`config.mk`:
```
export PLATFORM = sky130hd
export DESIGN_NAME = uart_tx
export DESIGN_NICKNAME = d
export VERILOG_FILES = /design/src/rtl/uart_tx.sv
export SDC_FILE = /design/constraint.sdc
export NUM_CORES = 1
export LEC_CHECK = 0
export ABC_AREA = 1
export BUFFER_PORTS_ARGS = -buffer_cell sky130_fd_sc_hd__buf_2
export CAP_MARGIN = 0
export CELL_PAD_IN_SITES_DETAIL_PLACEMENT = 0
export CELL_PAD_IN_SITES_GLOBAL_PLACEMENT = 1
export CORE_UTILIZATION = 46
export DETAILED_ROUTE_END_ITERATION = 10
export PLACE_DENSITY_LB_ADDON = 0.1
export SYNTH_ARGS = -nofsm -noshare
export SYNTH_HDL_FRONTEND = slang
export SYNTH_SLANG_ARGS = --single-unit
```
`constraint.sdc`:
```
create_clock -name aclk -period 3.75 [get_ports aclk]
set_input_delay 0.9375 -clock aclk [delete_from_list [all_inputs] [get_ports aclk]]
set_output_delay 0.9375 -clock aclk [all_outputs]
set_load 0.1 [all_outputs]
```
`src/rtl/uart_tx.sv`:
```
// uart_tx: 8N1 / 8N2 serial transmitter fed by a valid/ready byte stream.
// Frame is LSB first on an idle-high line. txd is a flop that follows the
// FSM state one cycle later, so a byte accepted on edge T drives the start
// bit from edge T+1 onward and the frame ends exactly one idle cycle before
// the next possible start.
// Optional: define UART_TX_PARITY_EN to insert one even-parity bit between
// the data bits and the stop bit(s).
module uart_tx #(
    parameter int CLKS_PER_BIT = 868,
    parameter int STOP_BITS    = 1
) (
    input  logic       aclk,
    input  logic       aresetn,
    input  logic       s_valid,
    output logic       s_ready,
    input  logic [7:0] s_data,
    output logic       txd,
    output logic       busy
);

    localparam int CNT_W = (CLKS_PER_BIT > 1) ? $clog2(CLKS_PER_BIT) : 1;
    localparam logic [CNT_W-1:0] CNT_LAST = CNT_W'(CLKS_PER_BIT - 1);

    typedef enum logic [2:0] {
        ST_IDLE,
        ST_START,
        ST_DATA,
`ifdef UART_TX_PARITY_EN
        ST_PARITY,
`endif
        ST_STOP
    } state_t;

    state_t           state_reg;
    logic [CNT_W-1:0] baud_cnt_reg;
    logic [2:0]       bit_idx_reg;
    logic [7:0]       shift_reg;
    logic             stop_cnt_reg;
    logic             txd_reg;
    logic             busy_reg;
    logic             ready_reg;
`ifdef UART_TX_PARITY_EN
    logic             parity_reg;
`endif

    logic bit_end;
    logic last_stop;

    assign bit_end   = (baud_cnt_reg == CNT_LAST);
    // A second stop period is only needed when two stop bits are configured
    assign last_stop = (STOP_BITS == 1) || (stop_cnt_reg == 1'b1);

    assign s_ready = ready_reg;
    assign busy    = busy_reg;
    assign txd     = txd_reg;

    // Frame FSM: accepts a byte in IDLE, then times start/data/(parity)/stop
    // bit periods; txd, busy and s_ready are all registered here.
    always_ff @(posedge aclk or negedge aresetn) begin
        if (!aresetn) begin
            state_reg    <= ST_IDLE;
            baud_cnt_reg <= '0;
            bit_idx_reg  <= '0;
            shift_reg    <= '0;
            stop_cnt_reg <= 1'b0;
            txd_reg      <= 1'b1;
            busy_reg     <= 1'b0;
            ready_reg    <= 1'b1;
`ifdef UART_TX_PARITY_EN
            parity_reg   <= 1'b0;
`endif
        end else begin
            // Line level is the previous cycle's state decode
            case (state_reg)
                ST_START:  txd_reg <= 1'b0;
                ST_DATA:   txd_reg <= shift_reg[0];
`ifdef UART_TX_PARITY_EN
                ST_PARITY: txd_reg <= parity_reg;
`endif
                default:   txd_reg <= 1'b1;
            endcase

            case (state_reg)
                ST_IDLE: begin
                    if (s_valid && ready_reg) begin
                        state_reg    <= ST_START;
                        baud_cnt_reg <= '0;
                        bit_idx_reg  <= '0;
                        stop_cnt_reg <= 1'b0;
                        shift_reg    <= s_data;
                        busy_reg     <= 1'b1;
                        ready_reg    <= 1'b0;
`ifdef UART_TX_PARITY_EN
                        parity_reg   <= ^s_data;
`endif
                    end
                end
                ST_START: begin
                    if (bit_end) begin
                        baud_cnt_reg <= '0;
                        state_reg    <= ST_DATA;
                    end else begin
                        baud_cnt_reg <= baud_cnt_reg + 1'b1;
                    end
                end
                ST_DATA: begin
                    if (bit_end) begin
                        baud_cnt_reg <= '0;
                        shift_reg    <= {1'b0, shift_reg[7:1]};
                        bit_idx_reg  <= bit_idx_reg + 3'd1;
                        if (bit_idx_reg == 3'd7) begin
`ifdef UART_TX_PARITY_EN
                            state_reg <= ST_PARITY;
`else
                            state_reg <= ST_STOP;
`endif
                        end
                    end else begin
                        baud_cnt_reg <= baud_cnt_reg + 1'b1;
                    end
                end
`ifdef UART_TX_PARITY_EN
                ST_PARITY: begin
                    if (bit_end) begin
                        baud_cnt_reg <= '0;
                        state_reg    <= ST_STOP;
                    end else begin
                        baud_cnt_reg <= baud_cnt_reg + 1'b1;
                    end
                end
`endif
                ST_STOP: begin
                    if (bit_end) begin
                        baud_cnt_reg <= '0;
                        if (last_stop) begin
                            stop_cnt_reg <= 1'b0;
                            state_reg    <= ST_IDLE;
                            busy_reg     <= 1'b0;
                            ready_reg    <= 1'b1;
                        end else begin
                            stop_cnt_reg <= 1'b1;
                        end
                    end else begin
                        baud_cnt_reg <= baud_cnt_reg + 1'b1;
                    end
                end
                default: begin
                    state_reg <= ST_IDLE;
                    busy_reg  <= 1'b0;
                    ready_reg <= 1'b1;
                end
            endcase
        end
    end

endmodule
```
==> results of run 1 <==
## cell usage in the layout, fill, tap and decap left out, types with 6 or more instances in the layout
master and n:
ha_1 8, nand2_1 85, nor2_1 17, dfrtp_1 24, nand3_1 24, nand2_2 6, buf_2 13, inv_1 12
## synthesized netlist by cell type
library cell  count
buf_6             1
nor2_4            2
dfstp_2           2
inv_2             3
buf_4             1
a21o_2            1
buf_2             2
o21ai_0           3
nand3_1          24
o21ai_2           2
inv_1            12
o21bai_1          2
nand2_2           6
nand4_2           1
ha_1              8
nand2_4           1
xor2_1            2
dfrtp_1          24
nor2_2            3
nor3_1            2
nand4_1           3
nand2_1          85
nor2_1           17
## power groups by stage
stage / combinational, W / sequential, W / clock [W]
3_5_place_dp: 0.0000142 / 0.000286 / 0
2_1_floorplan: 0.00000299 / 0.000286 / 0
3_3_place_gp: 0.0000139 / 0.000286 / 0
4_1_cts: 0.0000142 / 0.000281 / 0.000201
5_1_grt: 0.0000159 / 0.000281 / 0.000212
6_report: 0.0000135 / 0.000281 / 0.000196
## through the flow
| stage | util | power, W |
|---|---|---|
| after detailed placement | 0.524 | 0.000300 |
| after floorplan | - | 0.000289 |
| after global placement | 0.524 | 0.000300 |
| after CTS | 0.540 | 0.000496 |
| final | 0.540 | 0.000490 |
| after global routing | 0.540 | 0.000509 |
## worst max-delay path by stage
stage	start	to	slack [ns]	cells after the start
after floorplan	busy	busy	1.91	0
after global placement	s_valid	shift_reg[3]	1.54	8
after detailed placement	s_valid	shift_reg[6]	1.47	8
after CTS	s_ready	s_ready	1.48	1
after global routing	state_reg[0]	shift_reg[0]	1.33	7
final	s_ready	s_ready	1.49	1
## layer usage
metal / GRT usage / vias to the layer above
met5: 0 / -
met4: 0.0797 / 0
met3: 0.0195 / 5
met2: 0.351 / 23
met1: 0.257 / 615
li1: - / 679
## cell type report
type,instances,area [um^2],share of cell area
sequential,26,653,0.386
multi-input combinational,162,808,0.478
tap,44,55.1,0.0326
timing repair buffer,13,65.1,0.0385
clock inverter,1,30.0,0.0178
clock buffer,3,22.5,0.0133
inverter,15,56.3,0.0333
## cells by family (layout without fill, tap and decap cells)
kind of cell               after synthesis  in the layout  synth area share
and+or+nand+nor                        144            144             0.410
buffers and inverters                   19             32            0.0550
xor gates and xnor gates                 2              2            0.0113
AOI/OAI and AO/OA                        8              8            0.0364
DFF                                     26             26             0.422
adders and majority gates                8              8            0.0647
==> summary.md, run 1 <==
| Metric | Value |
|---|---|
| Slew Viols, Final | 0 |
| Synth warn | 0 |
| Starting Density | 0.494 |
| Share of cells above drive strength 1 | 0.173 |
| Worst setup margin | 1.49 ns |
| First-pass detailed-route iteration total | 4 |
| Chip height | 60.0 um |
| R2r endpoint | shift_reg[6] |
| CP startpoint kind | flop |
| Synth Net Count | 226 |
| First-pass GRT wire length | ~5500 um |
| Hold endpoint | s_ready |
| # nets final | 240 |
| Max reg flops | 10 |
| CP required | ~2.8 ns |
| #FFs+latches synth | 26 |
| Sw Pwr | 0.0000967 W |
| CP Capture Type | output port |
| Distinct cells, synth | 23 |
| Layout Skew | about 0.0026 ns |
| Fillers | around 320 |
| Sequential Power Share | 0.572 |
| Clk_lat worst skew | between 0.3 and 0.4 ns |
| Initial antenna violation count | 0 |
| H-tree depth | 1 |
| WL/cell | 11.8 um |
| Gates resized, CTS repair | 0 |
| Global Route Usage Sum | 0.202 |
| Clock-pin transition on the worst setup and hold timing paths | 0.14 ns |
| Met2 wire len | 1580 um |
| Worst-case reg-to-reg path depth | 7 |
| Net Sw Frac | 0.197 |
| Final hold slack | around 0.48 ns |
| Hold Path Depth | 2 |
| Clock sink total | 26 |
| Final critical-path required period | between 2 and 2.5 ns |
| Crit-path cells | buf_2 |
| Worst slew pin tran | 0.605 ns |
| Crit path buf inv count | 1 |
| GRT Residual Overflow | 0 |
| Post-DP Area | ~1600 um^2 |
| Die area | between 3000 and 4000 um^2 |
| CTS tree | yes |
| CTS buffer count | 3 |
| Via count | roughly 1,300 |
| Register area share after synthesis | 0.422 |
| Dpl ws | around 1.5 ns |
| Family with the most delay on the worst path | flip-flops |
| Io pins | 14 |
| Setup tns final | 0 ns |
| Dpl cells | between 200 and 300 |
| I/O Buffers | 13 |
| P_leak | 0.903 nW |
| Worst Hold Class | flop to flop |
| Crit-path slowest cell | dfstp_2 |
| Chip width | between 50 and 60 um |
| Max incr delay on CP | roughly 0.57 ns |
| DR top layer | met4 |
| Post-route ant nets | 0 |
| Avg Synthesized Cell Area | between 7 and 8 um^2 |
| Fin cells | approximately 260 |
| Max transition margin | 0.596 |
| Synth top area cells | dfrtp_1 39%, nand2_1 21%, nand3_1 7.8%, ha_1 6.5%, nor2_1 4.1% |
| Final WL | ~3100 um |
| VDD IR max | between 0.1 and 0.15 mV |
| Period utilization | 0.602 |
| Worst EP arrival | roughly 1.3 ns |
| Site Rows | 20 |
| Final instance area | about 1700 um^2 |
| Layout area overhead | 9.30% |
| Origin of the critical flop-to-flop path | state_reg[0] |
| DR vias/cell | around 5 |
| Synth top area share | 0.388 |
| Hold buffer count at cts | 0 |
| Crit path max fanout | 3 |
| Inserted Diodes | 0 |
| Clock Path Buffers | 2 |
| Internal Power | 0.000394 W |
| Gate Count Post-Synth | 207 |
| Detailed placement HPWL | between 2000 and 2500 um |
| Vias in the first global route | roughly 1,200 |
| Core Box Area | between 3000 and 4000 um^2 |
| Final hold vios | 0 |
| Post-CTS Setup Inserts | 0 |
| WL met3 | around 76 um |
| HP Start | s_ready |
| RSZ-0062 raised after global routing | no |
| Crit Path Class | flop to output port |
| Placer Congestion | roughly 0.8 |
| Post-synth top area cell | dfrtp_1 |
| Clock power share | 0.400 |
| Maximum capacitance violations | 0 |
| Drt first-iter violations | 74 |
| Largest net degree at the start of global routing | 27 |
| Max Fclk | approximately 440 MHz |
| Pwr dens | just under 300 nW/um^2 |
| Logic pwr share | 0.028 |
| Setup-failing EPs final | 0 |
| Mapped Area | approximately 1500 um^2 |
| Clock Tree Root | clkbuf_4 |
| R2R setup slack | between 1.5 and 2 ns |
| Met1 WL | about 1400 um |
| Outcome | completed |
| Residual DRC count | 0 |
Power figures use the tool's default switching activity.
==> run 2: changes to the inputs <==
--- a/config.mk
+++ b/config.mk
@@ -10,7 +10,7 @@
 export CAP_MARGIN = 0
 export CELL_PAD_IN_SITES_DETAIL_PLACEMENT = 0
 export CELL_PAD_IN_SITES_GLOBAL_PLACEMENT = 1
-export CORE_UTILIZATION = 46
+export CORE_UTILIZATION = 39
 export DETAILED_ROUTE_END_ITERATION = 10
 export PLACE_DENSITY_LB_ADDON = 0.1
 export SYNTH_ARGS = -nofsm -noshare
==> constraint.sdc (replaced) <==
create_clock -name aclk -period 2 [get_ports aclk]
set_input_delay 0.5 -clock aclk [delete_from_list [all_inputs] [get_ports aclk]]
set_output_delay 0.5 -clock aclk [all_outputs]
set_load 0.1 [all_outputs]
==> summary.md, run 2 (synthesis results as in run 1) <==
| Metric | Value |
|---|---|
| Share of cells above drive strength 1 | 0.184 |
| Crit path buf inv count | 1 |
| R2r endpoint | shift_reg[0] |
| Clock Path Buffers | 2 |
| GRT Residual Overflow | 0 |
| WL/cell | between 10 and 15 um |
| CTS tree | yes |
| Final WL | between 3000 and 4000 um |
| # nets final | ~240 |
| Worst slew pin tran | ~0.57 ns |
| First-pass detailed-route iteration total | 4 |
| Slew Viols, Final | 0 |
| CP Capture Type | output port |
| Worst Hold Class | primary input to asynchronous set/reset pin |
| I/O Buffers | 13 |
| Largest net degree at the start of global routing | 27 |
| Period utilization | 0.875 |
| Inserted Diodes | 0 |
| P_leak | 0.920 nW |
| Fillers | around 400 |
| Worst setup margin | about 0.25 ns |
| Highest-count cells in the layout ignoring fill and taps | 85 x nand2_1, 24 x nand3_1, 24 x dfrtp_1 |
| Maximum capacitance violations | 0 |
| Worst EP arrival | 1.25 ns |
| Setup tns final | 0 ns |
| Family with the most delay on the worst path | flip-flops |
| Starting Density | 0.413 |
| RSZ-0062 raised after global routing | no |
| R2R setup slack | around 0.28 ns |
| Vias in the first global route | approximately 1,300 |
| Via count | 1,327 |
| Placer Congestion | 0.858 |
| Origin of the critical flop-to-flop path | state_reg[0] |
| Crit Path Class | flop to output port |
| Die area | between 4000 and 5000 um^2 |
| Residual DRC count | 0 |
| Clock sink total | 26 |
| Worst-case reg-to-reg path depth | 8 |
| Global Route Usage Sum | 0.177 |
| Pwr dens | 518 nW/um^2 |
| Clock-pin transition on the worst setup and hold timing paths | around 0.090 ns |
| Layout area overhead | 11.2% |
| Drt first-iter violations | 50 |
| Hold buffer count at cts | 0 |
| Final hold vios | 0 |
| H-tree depth | 1 |
| VDD IR max | about 0.3 mV |
| Initial antenna violation count | 0 |
| Final hold slack | 0.211 ns |
| Setup-failing EPs final | 0 |
| Gates resized, CTS repair | 0 |
| Detailed placement HPWL | ~2400 um |
| First-pass GRT wire length | approximately 5700 um |
| Post-CTS Setup Inserts | 0 |
| Chip width | approximately 65 um |
| Max Fclk | around 570 MHz |
| Dpl ws | 0.290 ns |
| CP startpoint kind | flop |
| Post-route ant nets | 0 |
| Layout Skew | 0.00295 ns |
| Core Box Area | between 3000 and 4000 um^2 |
| Max transition margin | 0.619 |
| Clock Tree Root | clkbuf_8 |
| Max incr delay on CP | approximately 0.55 ns |
| Max reg flops | 10 |
| Clk_lat worst skew | 0.27 ns |
| Final critical-path required period | 1.75 ns |
| Crit-path cells | buf_2 |
| Commonest non-fill, non-tap cell in the layout | nand2_1 |
| DR vias/cell | 4.90 |
| Outcome | completed |
| Chip height | 65.0 um |
| Site Rows | 22 |
| Crit path max fanout | 3 |
| Crit-path slowest cell | dfstp_2 |
| Io pins | 14 |
| CP required | 1.50 ns |
| CTS buffer count | 3 |
[run 2: changes by cell type in the layout (fill, tap and decap cells not counted), sizes merged]
cell,before,now
buf,13,16
bufinv,1,0
clkbuf,3,4
[run 2: area by class of cell]
cell class | instances | area, um^2 | area share
Tap cell | 48 | 60.1 | 0.0349
Sequential cell | 26 | 653 | 0.380
Timing Repair Buffer | 16 | 87.6 | 0.0509
Multi-Input combinational cell | 162 | 808 | 0.470
Clock buffer | 4 | 55.1 | 0.0320
Inverter | 15 | 56.3 | 0.0327
[run 2: layer usage]
layer	wire length, um	GRT usage	vias to the layer above
met3	114	0.0229	5
li1	-	-	685
met4	65	0.0833	0
met5	0	0	-
met1	1590	0.246	610
met2	1370	0.270	27
[run 2: worst max-delay path by stage]
stage | from | end | cells after the start
6_report | s_ready | s_ready | 1
5_1_grt | state_reg[0] | shift_reg[2] | 8
4_1_cts | s_ready | s_ready | 1
3_5_place_dp | state_reg[0] | bit_idx_reg[0] | 8
3_3_place_gp | state_reg[0] | shift_reg[4] | 8
2_1_floorplan | s_ready | shift_reg[0] | 8
[run 2: metrics by stage]
step,utilization,instance area (um^2),total power (W),std cells
2_1_floorplan,-,1550,0.000541,207
3_3_place_gp,0.445,1670,0.000562,267
3_5_place_dp,0.445,1670,0.000562,267
4_1_cts,0.460,1720,0.000905,271
5_1_grt,0.460,1720,0.000927,271
6_report,0.460,1720,0.000892,271
[run 2: where the power goes]
part	switching, W	total (W)	leakage [nW]	internal [W]
combinational	0.0000158	0.0000253	0.540	0.00000947
clock	0.000165	0.000341	0.0288	0.000176
sequential	0	0.000525	0.351	0.000525
